## config.mk

```make
export PLATFORM = sky130hd
export DESIGN_NAME = sram_bus_arbiter
export DESIGN_NICKNAME = d
export VERILOG_FILES = /design/src/rtl/sram_bus_arbiter.sv
export SDC_FILE = /design/constraint.sdc
export NUM_CORES = 1
export LEC_CHECK = 0
export ABC_CLOCK_PERIOD_IN_PS = 3350
export CELL_PAD_IN_SITES_DETAIL_PLACEMENT = 1
export CELL_PAD_IN_SITES_GLOBAL_PLACEMENT = 1
export CORE_ASPECT_RATIO = 1.25
export CORE_MARGIN = 3
export CORE_UTILIZATION = 11
export CTS_CLUSTER_DIAMETER = 50
export DETAILED_ROUTE_END_ITERATION = 8
export PLACE_DENSITY_LB_ADDON = 0.1
export SYNTH_ARGS = -nofsm -noshare
export SYNTH_HDL_FRONTEND = slang
export SYNTH_SLANG_ARGS = --single-unit
```

## constraint.sdc

```tcl
create_clock -name clk -period 3.35 [get_ports clk]
set_clock_uncertainty 0.15 [all_clocks]
set_input_delay 0.67 -clock clk [delete_from_list [all_inputs] [get_ports clk]]
set_output_delay 0.67 -clock clk [all_outputs]
set_load 0.02 [all_outputs]
```

## src/rtl/sram_bus_arbiter.sv

```systemverilog
// rtl/sram_bus_arbiter.sv - shares one SRAM-like bus between the fetch (inst) and load/store (data) ports
// Fixed-priority address-phase grant with hold-until-accept and an in-order ID FIFO for response routing.
module sram_bus_arbiter #(
  parameter int MAX_OUTSTANDING = 2
) (
  input  logic        clk,
  input  logic        rst,
  input  logic        inst_req,
  input  logic        inst_wr,
  input  logic [1:0]  inst_size,
  input  logic [31:0] inst_addr,
  input  logic [3:0]  inst_wstrb,
  input  logic [31:0] inst_wdata,
  output logic        inst_addr_ok,
  output logic        inst_data_ok,
  output logic [31:0] inst_rdata,
  input  logic        data_req,
  input  logic        data_wr,
  input  logic [1:0]  data_size,
  input  logic [31:0] data_addr,
  input  logic [3:0]  data_wstrb,
  input  logic [31:0] data_wdata,
  output logic        data_addr_ok,
  output logic        data_data_ok,
  output logic [31:0] data_rdata,
  output logic        sram_req,
  output logic        sram_wr,
  output logic [1:0]  sram_size,
  output logic [31:0] sram_addr,
  output logic [3:0]  sram_wstrb,
  output logic [31:0] sram_wdata,
  input  logic        sram_addr_ok,
  input  logic        sram_data_ok,
  input  logic [31:0] sram_rdata
);

  localparam int PW = (MAX_OUTSTANDING > 1) ? $clog2(MAX_OUTSTANDING) : 1;
  localparam int CW = $clog2(MAX_OUTSTANDING + 1);

  typedef enum logic [1:0] {IDLE, HOLD_I, HOLD_D} state_t;

  state_t                     state;
  logic [CW-1:0]              count;
  logic [PW-1:0]              rd_ptr;
  logic [PW-1:0]              wr_ptr;
  logic [MAX_OUTSTANDING-1:0] id_fifo;

  logic full;
  logic sel_data;
  logic want;
  logic accept;
  logic pop;
  logic head_id;

  assign full = (count == CW'(MAX_OUTSTANDING));

  // A held grant ignores the full flag: holds only start from non-full and count cannot grow meanwhile.
  always_comb begin
    sel_data = 1'b0;
    want     = 1'b0;
    case (state)
      HOLD_I: begin
        sel_data = 1'b0;
        want     = inst_req;
      end
      HOLD_D: begin
        sel_data = 1'b1;
        want     = data_req;
      end
      default: begin
        sel_data = data_req;
        want     = (data_req | inst_req) & ~full;
      end
    endcase
  end

  assign sram_req   = want & ~rst;
  assign sram_wr    = sel_data ? data_wr    : inst_wr;
  assign sram_size  = sel_data ? data_size  : inst_size;
  assign sram_addr  = sel_data ? data_addr  : inst_addr;
  assign sram_wstrb = sel_data ? data_wstrb : inst_wstrb;
  assign sram_wdata = sel_data ? data_wdata : inst_wdata;

  assign accept       = sram_req & sram_addr_ok;
  assign inst_addr_ok = accept & ~sel_data;
  assign data_addr_ok = accept & sel_data;

  // Responses with nothing outstanding (e.g. left over from before reset) are dropped.
  assign pop          = sram_data_ok & (count != '0) & ~rst;
  assign head_id      = id_fifo[rd_ptr];
  assign inst_data_ok = pop & ~head_id;
  assign data_data_ok = pop & head_id;
  assign inst_rdata   = sram_rdata;
  assign data_rdata   = sram_rdata;

  always_ff @(posedge clk) begin
    if (rst) begin
      state  <= IDLE;
      count  <= '0;
      rd_ptr <= '0;
      wr_ptr <= '0;
    end else begin
      case (state)
        IDLE: begin
          if (sram_req && !sram_addr_ok)
            state <= sel_data ? HOLD_D : HOLD_I;
        end
        HOLD_I, HOLD_D: begin
          if (accept)
            state <= IDLE;
        end
        default: state <= IDLE;
      endcase

      if (accept) begin
        id_fifo[wr_ptr] <= sel_data;
        wr_ptr          <= wr_ptr + PW'(1);
      end
      if (pop)
        rd_ptr <= rd_ptr + PW'(1);

      case ({accept, pop})
        2'b10:   count <= count + CW'(1);
        2'b01:   count <= count - CW'(1);
        default: count <= count;
      endcase
    end
  end

endmodule
```

==> impl_metrics.py <==
metrics = {
    "status": {
        "status": "complete, no violations",
    },
    "global_routing": {
        "grt.total_usage_pct": 10.14,
        "grt_pass1_vias": 2786,
        "grt_max_degree": 36,
        "antenna_found_initial": 0,
        "grt_overflow": 0,
        "grt_pass1_wl_um": 15040,
    },
    "synthesis": {
        "synth_top_family_by_area": "simple AND/OR/NAND/NOR gates",
        "synth_simple_gate_area_share_pct": 48.54,
        "muxShareOfSynthArea_pct": 1.061,
        "synth_warnings": 0,
        "synth_xor_area_share_pct": 1.393,
        "synthAdderAreaFrac_pct": 2.653,
        "syn_inst": 353,
        "syn_avg_cell_area_um2": 5.345,
        "ys_ff_latch": 8,
        "yosysSeqAreaShare_pct": 9.549,
        "syn_nets": 537,
        "yosys.area.top_type": "nand2_1",
        "synth_area_leaders": "nand2_1, buf_4, dfxtp_1, edfxtp_1, ha_1",
        "synth-compound-area-share_pct": 5.570,
        "synth_top_area_share_pct": 42.77,
        "syn_area_um2": 1887,
        "yosysUniqueCellTypes": 31,
    },
    "cells_and_area": {
        "finalNonFillerCells": 729,
        "seq_area_um2": 180.2,
        "syn_to_final_growth_pct": 118.2,
        "final_area_um2": 4116,
        "mostFrequentLayoutCells": "nand2_1, clkdlybuf4s50_1, dlygate4sd2_1",
        "fillerInstances": 2061,
        "n_antenna_cell": 0,
        "multi_input_area_um2": 1142,
        "final_common_cell": "nand2_1",
        "fin_util_pct": 24.91,
        "drive_gt1_share_pct": 4.678,
        "final_nets": 699,
    },
    "pwr": {
        "p_int_mw": 0.6415,
        "share_clk_of_total_power_pct": 19.1,
        "p_comb_share_pct": 69.8,
        "powerDensity_nw_per_um2": 256.8,
        "sw_frac_of_total_pct": 39.33,
        "p_leak_nw": 2.071,
        "p_sw_mw": 0.4158,
        "pwr-share-seq_pct": 11.1,
        "vdd_drop_max_uv": 163.9,
    },
    "critical_path": {
        "crit_slowest_cell": "clkdlybuf4s50_1",
        "crit_start": "data_req",
        "path_class": "in -> out",
        "reg2reg_from": "state[0]",
        "cp.required_ns": 2.53,
        "worstPathArrival_ns": 2.46,
        "end_kind": "output pin",
        "max_stage_delay_ns": 0.60,
        "cp-start-kind": "input port",
        "crit_chain": "clkdlybuf4s50_1 > mux2i_4 > buf_12 > buf_12 > nand2_1 > nand2_1 > clkdlybuf4s50_1",
        "cp_num_buf_inv": 4,
        "crit_fanout": 18,
        "critical-path-top-delay-family": "buffers and inverters",
    },
    "sta": {
        "worstMarginPinSlew_ns": 0.3900,
        "setup_violations": 0,
        "whs_ns": 0.3342,
        "period_minus_slack_ns": 3.284,
        "drv_slew": 0,
        "min_period_over_period_pct": 98.04,
        "finalWorstSetupSlack_ns": 0.06576,
        "finalHoldViolCount": 0,
        "max_freq_mhz": 304.5,
        "max_slew_margin_pct": 73.73,
    },
    "route": {
        "drtIter0Drc": 48,
        "drt-total-wl_um": 10640,
        "vias": 2663,
        "drtAntennaViolNets": 0,
        "viasPerCell": 3.653,
        "drt-pass1-iter-count": 4,
        "drcViolationCount": 0,
        "wl_per_cell_um": 14.59,
    },
    "place": {
        "detailed_place_hpwl_um": 8862,
        "dp_slack_ns": -0.06213,
        "port_buffers": 223,
        "placed_cells": 723,
        "post_dp_cell_area_um2": 4018,
        "gp_congestion": 0.6693,
    },
    "clock_tree": {
        "clk_transition_reported_paths_ns": 0.04,
        "postCtsHoldBufs": 0,
        "insertion_delay_ns": 0.23,
        "cts_tree": "built",
        "clkSinkCount": 8,
        "cts_buffers": 3,
        "clockBufferDepth": 2,
        "h-tree-depth": 1,
        "cts-root-buf": "clkbuf_16",
    },
    "floorplan": {
        "design.die.area_um2": 18770,
        "std_cell_rows": 52,
        "core_um2": 16530,
        "io_pins": 320,
        "die_y_um": 152.4,
        "die_w_um": 123.1,
        "initial_utilization_pct": 11.42,
    },
    "worst_hold_path": {
        "hold_start": "wr_ptr",
        "hold_class": "reg -> reg",
    },
    "run": {
        "max_cap_violations": 0,
    },
}
routing by layer:
layer  track usage, %  vias to the layer above  wire [µm]
met1            8.964                     1160       3372
met3            2.971                       45       1102
met2            20.66                      127       5773
li1                 -                     1331          -
met5                0                        -          0
met4            3.641                        0        387
synthesized netlist by cell type:
master,count
nand2_1,215
buf_4,64
buf_2,9
nor2_1,9
dfxtp_1,6
inv_1,6
buf_1,5
ha_1,4
clkbuf_1,3
nor2b_1,3
o22ai_1,3
edfxtp_1,2
mux2i_1,2
nand2b_1,2
o21ai_0,2
o311ai_0,2
xor2_1,2
a21oi_1,1
a22oi_1,1
and2_1,1
buf_6,1
nand3b_1,1
nand4b_1,1
nor4_1,1
o21a_1,1
o21bai_1,1
o32a_4,1
o32ai_1,1
or3_1,1
or3b_1,1
xnor2_1,1
registers in the layout, summed over array words and instances (netlist names):
name     count
rd_ptr       1
state        2
count        2
wr_ptr       1
id_fifo      2
final timing paths:
kind                            depth (start not counted)        endpoint  slack, ns
worst max-delay path                                    7  sram_wdata[20]       0.07
worst min-delay path                                    1          wr_ptr       0.33
worst max register to register                          8        count[1]       0.68
worst min register to register                          1          wr_ptr       0.33
power groups by stage:
stage / Sequential [mW] / Combinational [mW] / Clock (mW)
6_report: 0.117 / 0.738 / 0.202
3_5_place_dp: 0.119 / 0.799 / 0
3_3_place_gp: 0.119 / 0.792 / 0
2_1_floorplan: 0.116 / 0.432 / 0
4_1_cts: 0.117 / 0.744 / 0.205
5_1_grt: 0.119 / 0.805 / 0.215
worst reg2reg max path, stage by stage (launching register included):
cell and delay (ns):
dfxtp_1 0.35, inv_1 0.10, ha_4 0.29, or3b_1 0.39, o32a_4 0.34, buf_4 0.16
ha_1 0.33, or3_1 0.35, a21oi_1 0.14
per-stage QoR:
stage	setup TNS (ns)	power, mW
4_1_cts	0	1.067
3_5_place_dp	-1.515	0.9177
2_1_floorplan	0	0.5480
6_report	0	1.057
5_1_grt	-0.002617	1.139
3_3_place_gp	-0.8867	0.9106
cells by family after synthesis:
logic type	after synthesis
simple gates	235
buf+inv	88
compound gates	13
flops	8
fa+ha+maj	4
xor+xnor	3
mux	2
area by class of cell:
type	instances	share of cell area, %
clock buffer	3	1.824
inverter	6	0.5471
multi-input combinational	257	27.75
sequential	8	4.377
tap	216	6.565
timing repair buffer	239	58.94
repair_timing:
action,in CTS,in global routing
gates cloned,0,1
pin swaps,0,0
endpoints found under the setup margin,72,14
endpoints found under the hold margin,0,0
buffers inserted,0,2
resized for setup,59,13
Note: power is estimated with default switching activity, not from simulation.
